<file path="src/rtl/core_encode_data.sv">
// core_encode_data: encodes a data-processing instruction (ARM-style) from a
// request. A register second operand is encoded in one cycle. An immediate
// second operand is searched over rotations 0..15, one per cycle. If no
// rotation fits, the search is repeated with an alternate opcode (complement
// or negated value) when the opcode has one. If the value still cannot be
// encoded, the result is flagged as an error.
//
// Ports:
//   clk, rst_n              clock, asynchronous active-low reset
//   in_valid / in_ready     request handshake (in_ready high only in IDLE)
//   in_cond, in_op          condition field, ALU opcode
//   in_rn, in_rd            register numbers
//   in_s, in_restore_spsr   flag-update request, SPSR-restore request
//   in_imm, in_value        immediate-mode select, immediate constant
//   in_rm, in_shift_type,
//   in_shift_imm            register-mode operand and shift
//   out_valid / out_ready   result handshake (out_valid high only in DONE)
//   out_insn, out_error     encoded instruction; error (out_insn = 0 when set)
module core_encode_data (
  input  logic        clk,
  input  logic        rst_n,
  input  logic        in_valid,
  output logic        in_ready,
  input  logic [3:0]  in_cond,
  input  logic [3:0]  in_op,
  input  logic [3:0]  in_rn,
  input  logic [3:0]  in_rd,
  input  logic        in_s,
  input  logic        in_restore_spsr,
  input  logic        in_imm,
  input  logic [31:0] in_value,
  input  logic [3:0]  in_rm,
  input  logic [1:0]  in_shift_type,
  input  logic [4:0]  in_shift_imm,
  output logic        out_valid,
  input  logic        out_ready,
  output logic [31:0] out_insn,
  output logic        out_error
);

  typedef enum logic [1:0] {IDLE, SCAN, ALT_SCAN, DONE} state_t;

  state_t      state_q, state_d;
  logic [3:0]  r_q, r_d;

  logic [3:0]  cond_q, op_q, rn_q, rd_q;
  logic        s_q, restore_q;
  logic [31:0] value_q;

  logic        accept, finish_ok, finish_err, go_alt;
  logic        has_alt;
  logic [3:0]  alt_op;
  logic [31:0] alt_value;
  logic [63:0] rot_wide;
  logic [31:0] rotated;
  logic        pass;

  // Compare ops always set S and have no destination; MOV/MVN have no Rn.
  // SPSR restore forces S and Rd=PC on every non-compare op.
  function automatic logic [31:0] build_insn(
    input logic [3:0]  cond,
    input logic [3:0]  op,
    input logic        i,
    input logic        s,
    input logic        restore,
    input logic [3:0]  rn,
    input logic [3:0]  rd,
    input logic [11:0] op2
  );
    logic       cmp_op, mov_op, s_bit;
    logic [3:0] rn_f, rd_f;
    cmp_op = (op[3:2] == 2'b10);
    mov_op = (op == 4'hD) || (op == 4'hF);
    s_bit  = cmp_op ? 1'b1 : (s | restore);
    rd_f   = cmp_op ? 4'h0 : (restore ? 4'hF : rd);
    rn_f   = mov_op ? 4'h0 : rn;
    return {cond, 2'b00, i, op, s_bit, rn_f, rd_f, op2};
  endfunction

  assign in_ready  = (state_q == IDLE);
  assign out_valid = (state_q == DONE);

  // value ROL 2r is the upper half of the doubled word shifted left.
  assign rot_wide = {value_q, value_q} << {r_q, 1'b0};
  assign rotated  = rot_wide[63:32];
  assign pass     = (rotated[31:8] == 24'd0);

  always_comb begin
    has_alt   = 1'b1;
    alt_op    = op_q;
    alt_value = ~value_q;
    case (op_q)
      4'hD: alt_op = 4'hF;
      4'hF: alt_op = 4'hD;
      4'h0: alt_op = 4'hE;
      4'hE: alt_op = 4'h0;
      4'h5: alt_op = 4'h6;
      4'h6: alt_op = 4'h5;
      4'h4: begin alt_op = 4'h2; alt_value = -value_q; end
      4'h2: begin alt_op = 4'h4; alt_value = -value_q; end
      4'hA: begin alt_op = 4'hB; alt_value = -value_q; end
      4'hB: begin alt_op = 4'hA; alt_value = -value_q; end
      default: has_alt = 1'b0;
    endcase
  end

  always_comb begin
    state_d    = state_q;
    r_d        = r_q;
    accept     = 1'b0;
    finish_ok  = 1'b0;
    finish_err = 1'b0;
    go_alt     = 1'b0;
    case (state_q)
      IDLE: begin
        if (in_valid) begin
          accept  = 1'b1;
          r_d     = 4'd0;
          state_d = in_imm ? SCAN : DONE;
        end
      end
      SCAN: begin
        if (pass) begin
          finish_ok = 1'b1;
          state_d   = DONE;
        end else if (r_q == 4'd15) begin
          r_d = 4'd0;
          if (has_alt) begin
            go_alt  = 1'b1;
            state_d = ALT_SCAN;
          end else begin
            finish_err = 1'b1;
            state_d    = DONE;
          end
        end else begin
          r_d = r_q + 4'd1;
        end
      end
      ALT_SCAN: begin
        if (pass) begin
          finish_ok = 1'b1;
          state_d   = DONE;
        end else if (r_q == 4'd15) begin
          finish_err = 1'b1;
          state_d    = DONE;
        end else begin
          r_d = r_q + 4'd1;
        end
      end
      DONE: begin
        if (out_ready) state_d = IDLE;
      end
      default: state_d = IDLE;
    endcase
  end

  always_ff @(posedge clk or negedge rst_n) begin
    if (!rst_n) begin
      state_q <= IDLE;
      r_q     <= '0;
    end else begin
      state_q <= state_d;
      r_q     <= r_d;
    end
  end

  always_ff @(posedge clk or negedge rst_n) begin
    if (!rst_n) begin
      cond_q    <= '0;
      op_q      <= '0;
      rn_q      <= '0;
      rd_q      <= '0;
      s_q       <= 1'b0;
      restore_q <= 1'b0;
      value_q   <= '0;
      out_insn  <= '0;
      out_error <= 1'b0;
    end else begin
      if (accept) begin
        cond_q    <= in_cond;
        op_q      <= in_op;
        rn_q      <= in_rn;
        rd_q      <= in_rd;
        s_q       <= in_s;
        restore_q <= in_restore_spsr;
        value_q   <= in_value;
        // Register mode is finished in the accept cycle, straight from inputs.
        if (!in_imm) begin
          out_insn  <= build_insn(in_cond, in_op, 1'b0, in_s, in_restore_spsr,
                                  in_rn, in_rd,
                                  {in_shift_imm, in_shift_type, 1'b0, in_rm});
          out_error <= 1'b0;
        end
      end
      if (go_alt) begin
        op_q    <= alt_op;
        value_q <= alt_value;
      end
      if (finish_ok) begin
        out_insn  <= build_insn(cond_q, op_q, 1'b1, s_q, restore_q, rn_q, rd_q,
                                {r_q, rotated[7:0]});
        out_error <= 1'b0;
      end
      if (finish_err) begin
        out_insn  <= '0;
        out_error <= 1'b1;
      end
    end
  end

endmodule

</file>
<file path="config.mk">
export PLATFORM = sky130hd
export DESIGN_NAME = core_encode_data
export DESIGN_NICKNAME = d
export VERILOG_FILES = /design/src/rtl/core_encode_data.sv
export SDC_FILE = /design/constraint.sdc
export NUM_CORES = 1
export LEC_CHECK = 0
export ABC_AREA = 1
export BUFFER_PORTS_ARGS = -buffer_cell sky130_fd_sc_hd__buf_2
export CAP_MARGIN = 10
export CELL_PAD_IN_SITES_DETAIL_PLACEMENT = 0
export CELL_PAD_IN_SITES_GLOBAL_PLACEMENT = 1
export CORE_MARGIN = 3
export CORE_UTILIZATION = 30
export CTS_BUF_LIST = sky130_fd_sc_hd__clkbuf_16
export CTS_CLUSTER_SIZE = 12
export DETAILED_ROUTE_END_ITERATION = 7
export PLACE_DENSITY_LB_ADDON = 0.1
export SETUP_SLACK_MARGIN = 0.05
export SYNTH_ARGS = -nofsm -noshare
export SYNTH_HDL_FRONTEND = slang
export SYNTH_SLANG_ARGS = --single-unit
</file>
<file path="constraint.sdc">
create_clock -name clk -period 3.2 [get_ports clk]
set_input_delay 0.48 -clock clk [delete_from_list [all_inputs] [get_ports clk]]
set_output_delay 0.48 -clock clk [all_outputs]
set_load 0.05 [all_outputs]
</file>
* Yosys cells after proc, flatten, opt, wreduce, memory -nomap -nowiden
Index checks and enable logic that the tools add are counted.
** Word-level totals
- Register bits :: 89
- Input bits :: 66
- Output and inout port bits :: 35
- Word-level logic and storage cells :: 110
** Cells by class
- Shifts and indexed selects :: 1
- Reduce and logical (&&, ||, !) cells :: 15
- Add/subtract/negate cells :: 2
- Bitwise logic cells :: 3
- Equality and inequality tests :: 26
- Muxes and demuxes :: 52
** Operator list (count)
- $mux 32 :: 7
- $shl 64x5->64 :: 1
- $mux 4 :: 13
- $pmux 4 s10 :: 1
- $eq 4x4->1 const B :: 8
- $neg 32->32 :: 1
- $not 32->32 :: 1
- $logic_not 24->1 :: 1
- $mux 1 :: 21
- $mux 2 :: 7
- $eq 4x3->1 const B :: 3
- $pmux 4 s3 :: 1
- $ne 11x1->1 const B :: 1
- $reduce_or 10->1 :: 1
- $eq 2x2->1 const B :: 4
- $ne 2x2->1 const B :: 4
- $pmux 2 s4 :: 1
- $ne 3x3->1 const B :: 2
- $reduce_bool 3->1 :: 2
- $reduce_and 5->1 :: 1
- $add 4x1->4 const B :: 1
- $eq 4x2->1 const B :: 1
- $logic_not 4->1 :: 1
- $reduce_and 2->1 :: 2
- other kinds (11) :: 13

* Depth between registers and ports, before layout
Gate-level depths: netlist of the first run.
- Depth in word-level cells :: 9
- Depth in mapped cells :: 19
- Depth with buffers taken out :: 16

* Worst setup path after synthesis of the first run
No wires, ideal clock.
- Kind :: register to register
- Start :: register state_q[0]
- End :: register cond_q[2]
- Setup time :: 0.133 ns
- Period minus slack after synthesis :: 2.178 ns
- Path slack :: 1.022 ns
- Path buffers :: 3
- Data arrival time :: 2.044 ns
- Cell stages (with the launch flop) :: 9
- Path through :: dfrtp_1 -> inv_1 -> ha_1 -> nand2_1 -> clkbuf_1 -> inv_1 -> clkbuf_1 -> clkbuf_1 -> o21ai_0
** Between the ends
- Cells in the longest elaborated chain, start to end :: 2
** RTL lines
- start, declared :: line 43 : state_t state_q, state_d;
- start signal, assigned :: line 162 : state_q <= state_d;
- $logic_not 2->1
- net in_ready :: line 23 : output logic in_ready,
- $mux 1 :: line 114 : case (state_q)
- end signal, assigned :: line 180 : cond_q <= in_cond;
- end, declared :: line 46 : logic [3:0] cond_q, op_q, rn_q, rd_q;
The timed path passes the listed nets, and every way through them passes these cells.
A chain may end at the register's enable or synchronous reset.

* Worst setup path in the final report of the first run
- Start :: register r_q[1]
- End :: register out_insn[1]
** Between the ends
- Cells in the longest elaborated chain, start to end :: 6
- Elaborated cells on any way between the ends :: 15
- Those cells by class :: eq/ne (2); shift (1); mux (9); reduce/logical (3)
** RTL lines
- start, declared :: line 44 : logic [3:0] r_q, r_d;
- start signal, assigned :: line 163 : r_q <= r_d;
- $shl 64x5->64 / $eq 4x4->1 (equally long branches) :: line 84, 126, 143
- $logic_not 24->1 (tied with other cells) :: line 86 : assign pass = (rotated[31:8] == 24'd0);
- $mux 1 (on tied branches) :: line 140, 123
- $pmux 1 s2 / $mux 1 (equally long branches)
- $ne 3x1->1 (no line) (tied with other cells)
- $reduce_and 2->1 (no line) / $mux 32 (equally long branches)
- end signal, assigned :: line 189 : out_insn <= build_insn(in_cond, in_op, 1'b0, in_s, in_restore_spsr,
- end signal, assigned :: line 200 : out_insn <= build_insn(cond_q, op_q, 1'b1, s_q, restore_q, rn_q, rd_q,
- end, declared :: line 37 : output logic [31:0] out_insn,
Several ways; a longest one is shown, not always the timed one.

==> impl_metrics.tcl, run 1 <==
set metrics [dict create \
    postLayoutCoreUtil_pct 34.53 \
    slew_headroom_pct 34.59 \
    final_cells 1566 \
    drtAntennaViolNets 0 \
    synth_adder_area_share_pct 1.039 \
    ys_seq_area_share_pct 30.13 \
    r2r-end "out_insn[1]$_DFFE_PN0P_" \
    cts_setup_buffers 0 \
    ff2ff_path_depth 15 \
    portBuffers 98 \
    cts_resized 0 \
    crit_top_cell "nand2_1" \
    die_h_um 161.2 \
    antenna_cells 0 \
    cts_tree "built" \
    r2r-start "r_q[1]$_DFFE_PN0P_" \
    critPathArrivalTime_ns 3.12 \
    nets 1314 \
    syn_inst 1190 \
    htree_levels 3 \
    status "finished, final reports clean" \
    synth_compound_area_share_pct 6.407 \
    root_buffer "clkbuf_16" \
    slowest_delay_ns 0.42 \
    peakVddDrop_v 0.0003825 \
    timing.final.hold_violations 0 \
    power.density_mw_per_mm2 1033 \
    synth_xor_area_share_pct 2.303 \
    worst-path-buf-inv 2 \
    crit_path_top_delay_cell "dfrtp_1" \
    route.detailed.drc 0 \
    vias_per_cell 4.943 \
    die_area_mm2 0.02598 \
    clockBufferDepth 2 \
    wl_per_cell_um 16.43 \
    cts_hold_buffers 0 \
    startpoint_type "flip-flop" \
    async_flop_share_pct 100.0 \
    synth_common_cells "506 x nand2_1, 171 x nand3_1, 87 x dfrtp_1" \
    yosysMostFrequentCell "nand2_1" \
    boundaryPins 101 \
    yosys.area.top_type_share_pct 30.13 \
    drive_gt1_share_pct 12.43 \
    areaGrowthSynthToFinish_pct 12.50 \
    synth_top_family_by_area "simple AND/OR/NAND/NOR gates" \
    hp-class "primary input to asynchronous set/reset pin" \
    synth_edf_count 0 \
    yosys_most_used_dff "dfrtp_1" \
    track_usage_pct 20.17 \
    yosys.area.top_type "dfrtp_1" \
    tns_ns 0 \
    crit_family "simple AND/OR/NAND/NOR gates" \
    required_ns 3.49 \
    grt_max_degree 65 \
    skew_ns 0.01691 \
    fmax_mhz 353.5 \
    ff2ff_setup_slack_ns 0.37 \
    start_util_pct 30.69 \
    setup_viol 0 \
    grt_pass1_wl_mm 41.92 \
    crit_type "flip-flop to flip-flop" \
    synthesis.area_mm2 0.007226 \
    synth_seq_cells 87 \
    path_max_fanout 34 \
    grt_overflow 0 \
    fin_crit_sh_pct 88.39 \
    wirelength_mm 25.74 \
    dr.pass1.iters 5 \
    dp_hpwl_mm 19.40 \
    clkTransAtPathRegs_ns 0.08 \
    yosys_warnings 0 \
    clkSinkCount 87 \
    dp_cells 1550 \
    maxCapViolCount 0 \
    tightest_slew_ns 0.9801 \
    clkLatencyLatePin_ns 0.35 \
    layout_min_cycle_time_ns 2.829 \
    drv_slew 0 \
    ys_types 37 \
    synth.area.top_cells "dfrtp_1 30%, nand2_1 26%, nand3_1 12%" \
    die-width_um 161.2 \
    synthMuxAreaShare_pct 0.1385 \
    first_iter_violations 584 \
    numCtsBuffers 9 \
    vias 7741 \
    fillers 2777 \
    avgSynthCellArea_um2 6.072 \
    gp_congestion 0.8873 \
    cp-end-kind "flip-flop" \
    grt_pass1_vias 7614 \
    core_mm2 0.02354 \
    antenna_found_initial 0 \
    synth-simple-area-share_pct 50.29 \
    rsz0062_at_grt "false" \
    row_count 56 \
    path_cells "inv_4 -> nand3_1 -> nand2_1 -> nand2_1 -> nand2_1 -> nand2_1 -> nor2_1 -> nand3_1 -> nand2_4 -> nand3_4 -> nand2_4 -> nand2_1 -> inv_2 -> nand2_1 -> nand2_1" \
    p_leak_nw 4.229 \
]
## kinds of logic (layout without fill, tap and decap cells)
family,Yosys count,after routing
buffers and inverters,147,203
other,1,2
adder cells (fa/ha/maj),6,6
multiplexers,1,1
AND/OR/NAND/NOR,843,843
flip-flops,87,87
XOR/XNOR,19,19
AO/OA/AOI/OAI,86,86
## state kept, by name, summed over array words and instances (netlist names)
register and count:
cond_q 4, r_q 4, out_insn 30, restore_q 1, value_q 32, out_error 1
state_q 2, op_q 4, s_q 1, rn_q 4, rd_q 4
## worst register-to-register path, stage by stage (launching register included)
cell and delay, ns:
dfrtp_1 0.42, inv_4 0.30, nand3_1 0.19, nand2_1 0.19
nand2_1 0.07, nand2_1 0.08, nand2_1 0.05, nor2_1 0.10
nand3_1 0.13, nand2_4 0.18, nand3_4 0.24, nand2_4 0.22
nand2_1 0.08, inv_2 0.30, nand2_1 0.13, nand2_1 0.08
## metrics by stage
step	instance area [um^2]	total power (W)	setup slack, ns	hold slack [ns]
final	8129	0.008399	0.3715	0.2348
after global routing	8129	0.009250	0.06260	0.3048
after CTS	8120	0.008466	0.2558	0.2769
after detailed placement	7838	0.007388	0.2544	0.4639
after global placement	7838	0.007392	0.3167	0.4570
after floorplan	7229	0.005913	1.022	0.1844
## layout by cell type, fill, tap and decap left out, drive strengths merged
cell type  instances
nor3               6
nor2              82
nor4               1
xor2              19
nand3            173
clkbuf             9
nand3b             1
a22oi              2
nand4             62
conb               2
inv               70
mux2i              1
or2                4
o211ai             2
and2               1
a21oi              7
nor3b              1
o21ai             73
ha                 6
clkinv             5
clkinvlp           1
o2111ai            2
nand2            512
dfrtp             87
buf              118
## layer usage
| layer | vias up | wire length, um | global-route usage (%) |
|---|---|---|---|
| li1 | 3967 | - | - |
| met1 | 3593 | 12860 | 29.45 |
| met4 | 0 | 514 | 5.475 |
| met2 | 150 | 11540 | 31.52 |
| met5 | - | 0 | 0 |
| met3 | 31 | 820 | 2.488 |
## where the power goes
part / switching [W] / total [W] / internal [W]
clock network: 0.000498 / 0.00104 / 0.000537
registers: 0.000748 / 0.00234 / 0.00159
logic: 0.00358 / 0.00502 / 0.00144
total: 0.00483 / 0.00840 / 0.00357
## layout make-up
type	instances	area [um^2]	area share [%]
Clock buffer	9	225.2	2.771
Clock inverter	7	57.56	0.7080
Inverter	69	266.5	3.278
Multi-Input combinational cell	957	4355	53.58
Sequential cell	87	2178	26.80
Tap cell	319	399.1	4.910
Timing Repair Buffer	118	646.9	7.958
## how the worst max path moves through the flow
stage                           startpoint  cells past startpoint                  endpoint  slack (ns)
floorplan           state_q[0]$_DFFE_PN0P_                      8     cond_q[2]$_DFFE_PN0P_        1.02
global placement        r_q[0]$_DFFE_PN0P_                     16  out_insn[21]$_DFFE_PN0P_        0.32
detailed placement      r_q[0]$_DFFE_PN0P_                     16  out_insn[21]$_DFFE_PN0P_        0.25
CTS                     r_q[0]$_DFFE_PN0P_                     16  out_insn[21]$_DFFE_PN0P_        0.26
global route            r_q[0]$_DFFE_PN0P_                     16  out_insn[11]$_DFFE_PN0P_        0.06
finish                  r_q[1]$_DFFE_PN0P_                     15   out_insn[1]$_DFFE_PN0P_        0.37
No activity file was read; power rests on OpenSTA's default activity.
==> run 2: changes to the inputs <==
--- a/config.mk
+++ b/config.mk
@@ -10,11 +10,12 @@
 export CAP_MARGIN = 10
 export CELL_PAD_IN_SITES_DETAIL_PLACEMENT = 0
 export CELL_PAD_IN_SITES_GLOBAL_PLACEMENT = 1
+export CORE_ASPECT_RATIO = 1.4
 export CORE_MARGIN = 3
 export CORE_UTILIZATION = 30
-export CTS_BUF_LIST = sky130_fd_sc_hd__clkbuf_16
 export CTS_CLUSTER_SIZE = 12
 export DETAILED_ROUTE_END_ITERATION = 7
+export MAX_ROUTING_LAYER = met4
 export PLACE_DENSITY_LB_ADDON = 0.1
 export SETUP_SLACK_MARGIN = 0.05
 export SYNTH_ARGS = -nofsm -noshare
==> run 2 against run 1 <==
- sequential cell count is the same
- clock power grew 13%
- final area is essentially flat
- die area grew 0.10%
- wire length grew 0.36%
- final cell count shrank 0.96%
- sequential share of layout area is essentially flat
- fmax grew 0.27%
- combinational power grew 1%
- non-clock buffer count shrank 2
- critical path type unchanged
- largest power group unchanged
==> impl_metrics.tcl, run 2 (synthesis gave the netlist of run 1 again) <==
set metrics [dict create \
    skew_ns 0.007416 \
    root_buffer "clkbuf_16" \
    dp_hpwl_mm 19.54 \
    slew_headroom_pct 37.44 \
    reg_top3 "value_q x32, out_insn x30" \
    layout_commonest_cell "nand2_1" \
    vias 7799 \
    required_ns 3.49 \
    areaGrowthSynthToFinish_pct 12.61 \
    tightest_slew_ns 0.9373 \
    die_h_um 189.6 \
    p_switching_w 0.004792 \
    start_util_pct 30.81 \
    die_area_mm2 0.02601 \
    cp-end-kind "flip-flop" \
    largest_reg_flops 32 \
    setup_viol 0 \
    p_int_w 0.003717 \
    boundaryPins 101 \
    numCtsBuffers 9 \
    wirelength_mm 25.83 \
    final_cell_area_mm2 0.008137 \
    grt_pass1_vias 7571 \
    maxCapViolCount 0 \
    regMostFlops "value_q" \
    seqPwrFrac_pct 26.5 \
    hp-class "primary input to asynchronous set/reset pin" \
    power.density_mw_per_mm2 1046 \
    cts_hold_buffers 0 \
    p_comb_share_pct 59.7 \
    grt_max_degree 46 \
    peakVddDrop_v 0.0003416 \
    postLayoutCoreUtil_pct 34.69 \
    cts_tree "built" \
    grt_overflow 0 \
    hold_slack_ns 0.1499 \
    timing.final.hold_violations 0 \
    grt_pass1_wl_mm 41.25 \
    die-width_um 137.2 \
    drtAntennaViolNets 0 \
    dr.pass1.iters 5 \
    portBuffers 98 \
    clockBufferDepth 2 \
    antenna_cells 0 \
    tns_ns 0 \
    fin_crit_sh_pct 88.15 \
    crit_type "flip-flop to flip-flop" \
    critPathArrivalTime_ns 3.12 \
    row_count 66 \
    path_max_fanout 34 \
    drive_gt1_share_pct 12.13 \
    clkLatencyLatePin_ns 0.36 \
    p_leak_nw 4.240 \
    final_cell_mix "506 x nand2_1, 171 x nand3_1, 97 x buf_2, 87 x dfrtp_1, 81 x nor2_1" \
    htree_levels 3 \
    vias_per_cell 5.028 \
    swShare_pct 56.32 \
    drv_slew 0 \
    antenna_found_initial 0 \
    core_mm2 0.02345 \
    clkTransAtPathRegs_ns 0.06 \
    track_usage_pct 20.69 \
    nets 1312 \
    fmax_mhz 354.5 \
    status "finished, final reports clean" \
    clkSinkCount 87 \
    gp_congestion 0.8939 \
    postPlaceCellArea_mm2 0.007819 \
    route.detailed.drc 0 \
    first_iter_violations 481 \
    rsz0062_at_grt "false" \
    wl_per_cell_um 16.65 \
    clkPwrFrac_pct 13.8 \
    layout_min_cycle_time_ns 2.821 \
    power_w 0.008508 \
    startpoint_type "flip-flop" \
]
## run 2: cell count changes in the layout (fill, tap and decap cells not counted), moves of 2 or more
cell       delta
buf_4         -2
bufinv_16     +2
clkbuf_1      +2
clkinv_2      +2
clkinv_4      -3
## run 2: path summary, 6_finish.rpt
kind | to | slack [ns] | depth (start not counted) | start
max | value_q[19]$_DFFE_PN0P_ | 0.38 | 16 | r_q[0]$_DFFE_PN0P_
min | out_insn[7]$_DFFE_PN0P_ | 0.15 | 1 | rst_n
max reg2reg | value_q[19]$_DFFE_PN0P_ | 0.38 | 16 | r_q[0]$_DFFE_PN0P_
min reg2reg | out_error$_DFFE_PN0P_ | 0.48 | 2 | out_error$_DFFE_PN0P_
max in group asynchronous | value_q[5]$_DFFE_PN0P_ | 2.35 | 2 | rst_n
min in group clk | cond_q[3]$_DFFE_PN0P_ | 0.34 | 3 | in_cond[3]
## run 2: power by group through the flow
stage	Sequential (W)	Combinational (W)	Clock (W)
after floorplan	0.00250	0.00341	0
after global placement	0.00228	0.00508	0
after detailed placement	0.00228	0.00508	0
after CTS	0.00226	0.00510	0.00120
after global routing	0.00234	0.00573	0.00124
final	0.00226	0.00508	0.00117
## run 2: final cells by class
| cell class | count | area, um^2 |
|---|---|---|
| fillers | 2698 | 15320 |
| multi-input cells | 957 | 4355 |
| flip-flops and latches | 87 | 2177 |
| repair buffers | 116 | 640.6 |
| well taps | 306 | 382.9 |
| inverters | 69 | 266.5 |
| clock buffers | 11 | 232.7 |
| clock inverters | 5 | 81.33 |
## run 2: timing repair
| action | CTS | global route |
|---|---|---|
| buffers inserted | 0 | 0 |
| endpoints found under the setup margin | 0 | 28 |
| endpoints found under the hold margin | 0 | 0 |
| gates resized for setup | 0 | 3 |
## run 2: worst max-delay path: stages, from the launching register on
cell	delay, ns
dfrtp_1	0.41
buf_4	0.26
nand2_1	0.12
nand3_1	0.14
nand2_1	0.12
nand2_1	0.06
nand2_1	0.09
nand2_1	0.05
nor2_1	0.14
nand3_1	0.16
nand2_4	0.19
nand2_4	0.12
nand3_4	0.10
nand2_4	0.18
inv_2	0.39
nand2_1	0.11
nand2_1	0.08
## run 2: layer usage
layer / up-vias / part of all wire, % / wire, um / GRT usage (%)
met4: 0 / 2.7 / 702 / 6.951
met2: 194 / 52 / 13480 / 36.32
li1: 3967 / - / - / -
met3: 49 / 3.3 / 848 / 2.354
met1: 3589 / 42 / 10800 / 24.38
met5: - / 0 / 0 / -
## run 2: through the flow
stage	std cells	setup WS, ns
after CTS	1551	0.3267
final	1551	0.3791
after global placement	1535	0.3743
after floorplan	1191	1.022
after global routing	1551	0.09254
after detailed placement	1535	0.3553
==> run 3: changes to the inputs <==
--- a/config.mk
+++ b/config.mk
@@ -17,6 +17,7 @@
 export DETAILED_ROUTE_END_ITERATION = 7
 export MAX_ROUTING_LAYER = met4
 export PLACE_DENSITY_LB_ADDON = 0.1
+export REMOVE_ABC_BUFFERS = 1
 export SETUP_SLACK_MARGIN = 0.05
 export SYNTH_ARGS = -nofsm -noshare
 export SYNTH_HDL_FRONTEND = slang
==> run 3 against run 2 <==
- core utilization is 0.053 points higher
- register-to-register slack gained 0.04 ns
- clock skew grew 0.0047 ns
- combinational power hardly changed
- critical endpoint is now out_insn[8]$_DFFE_PN0P_
==> impl_metrics.tcl, run 3 (synthesis gave the netlist of run 1 again) <==
set metrics [dict create \
    status "finished, final reports clean" \
    grt_use_met2_pct 37.17 \
    rsz0062_at_grt "false" \
    numCtsBuffers 9 \
    cts_resized 0 \
    clkLatencyLatePin_ns 0.36 \
    boundaryPins 101 \
    peakVddDrop_v 0.0003549 \
    cts_setup_buffers 0 \
    timing.final.hold_violations 0 \
    wl_per_cell_um 16.37 \
    fmax_mhz 359.7 \
    crit_type "flip-flop to flip-flop" \
    clockBufferDepth 2 \
    seq_area_mm2 0.002177 \
    cts_hold_buffers 0 \
    final_cell_mix "506 x nand2_1, 171 x nand3_1, 97 x buf_2, 87 x dfrtp_1, 81 x nor2_1" \
    wirelength_mm 25.41 \
    crit_path_top_delay_cell "inv_2" \
    areaGrowthSynthToFinish_pct 12.78 \
    tns_ns 0 \
    track_usage_pct 20.46 \
    row_count 66 \
    dr.pass1.iters 5 \
    layout_min_cycle_time_ns 2.780 \
    slew_headroom_pct 26.03 \
    crit_top_cell "nand3_1" \
    use_met1_pct 22.87 \
    fillers 2712 \
    dp_cells 1537 \
    drtAntennaViolNets 0 \
    root_buffer "clkbuf_16" \
    start_util_pct 30.81 \
    power_w 0.008301 \
    route.detailed.drc 0 \
    antenna_cells 0 \
    setup_viol 0 \
    vias_per_cell 4.983 \
    reg_top3 "value_q x32, out_insn x30" \
    vias 7734 \
    p_leak_nw 4.242 \
    cts_tree "built" \
    startpoint_type "flip-flop" \
    layout_commonest_cell "nand2_1" \
    grt_busiest_layer "met2" \
    tightest_slew_ns 1.108 \
    maxCapViolCount 0 \
    skew_ns 0.01208 \
    worst-path-buf-inv 2 \
    hp-class "primary input to asynchronous set/reset pin" \
    slowest_delay_ns 0.43 \
    first_iter_violations 314 \
    final_cells 1552 \
    path_cells "inv_4 -> nand2_1 -> nand3_1 -> nand3_1 -> o21ai_1 -> nor2_1 -> nand3_1 -> nand2_4 -> nand3_4 -> nand2_4 -> inv_2 -> nand3_1 -> nand2_1" \
    path_max_fanout 35 \
    die-width_um 137.2 \
    gp_congestion 0.9186 \
    clkSinkCount 87 \
    critPathArrivalTime_ns 3.07 \
    crit_family "simple AND/OR/NAND/NOR gates" \
    postPlaceCellArea_mm2 0.007884 \
    power.density_mw_per_mm2 1019 \
    required_ns 3.49 \
    nets 1314 \
    drive_gt1_share_pct 12.20 \
    grt_overflow 0 \
    drv_slew 0 \
    clkTransAtPathRegs_ns 0.07 \
    cp-end-kind "flip-flop" \
    use_met3_pct 1.640 \
    final_cell_area_mm2 0.008149 \
    grt_max_degree 48 \
    multi_input_area_mm2 0.004355 \
    htree_levels 3 \
    portBuffers 98 \
    antenna_found_initial 0 \
    die_h_um 189.6 \
    regMostFlops "value_q" \
    grt_pass1_vias 7723 \
    die_area_mm2 0.02601 \
    core_mm2 0.02345 \
    grt_pass1_wl_mm 41.14 \
    largest_reg_flops 32 \
    dp_hpwl_mm 19.57 \
    fin_crit_sh_pct 86.87 \
]
-- run 3: changes by cell type in the layout (fill, tap and decap cells not counted) --
cell        before  now
clkinvlp_4       0    2
buf_12           1    5
bufinv_16        2    0
clkinv_4         0    1
inv_6            0    1
inv_8            1    0
buf_4           18   16
inv_2            3    4
inv_4            3    1
clkinv_2         2    1
-- run 3: final cells by class --
class                   count  share of cell area (%)
multi-input cells         957                   53.45
flip-flops and latches     87                   26.72
repair buffers            118                   8.660
well taps                 306                   4.698
inverters                  69                   3.224
clock buffers              11                   2.856
clock inverters             4                  0.3992
-- run 3: path summary, 6_finish.rpt --
kind	depth (start not counted)	endpoint	slack (ns)	startpoint
worst max-delay path	13	out_insn[8]$_DFFE_PN0P_	0.42	r_q[0]$_DFFE_PN0P_
worst min-delay path	1	out_insn[28]$_DFFE_PN0P_	0.12	rst_n
worst max register to register	13	out_insn[8]$_DFFE_PN0P_	0.42	r_q[0]$_DFFE_PN0P_
worst min register to register	2	out_error$_DFFE_PN0P_	0.47	out_error$_DFFE_PN0P_
max in group asynchronous	2	value_q[3]$_DFFE_PN0P_	2.40	rst_n
min in group clk	3	rd_q[0]$_DFFE_PN0P_	0.33	in_rd[0]
-- run 3: through the flow --
step / utilization [%] / hold slack [ns] / setup WS (ns)
floorplan: - / 0.1844 / -0.2835
global placement: 33.62 / 0.4557 / 0.3812
detailed placement: 33.62 / 0.4572 / 0.4067
CTS: 34.75 / 0.1279 / 0.3802
global route: 34.75 / 0.1596 / 0.08960
finish: 34.75 / 0.1183 / 0.4202
-- run 3: layer usage --
| layer | share of wire [%] | wire (um) | vias to the layer above |
|---|---|---|---|
| li1 | - | - | 3962 |
| met5 | 0 | 0 | - |
| met1 | 41 | 10380 | 3573 |
| met3 | 3.0 | 766 | 38 |
| met4 | 3.1 | 782 | 0 |
| met2 | 53 | 13490 | 161 |
-- run 3: where the power goes --
group | leakage (nW) | total, W | internal (W) | switching, W
combinational | 3.03 | 0.00505 | 0.00146 | 0.00358
clock | 0.122 | 0.000999 | 0.000527 | 0.000473
sequential | 1.09 | 0.00226 | 0.00159 | 0.000663
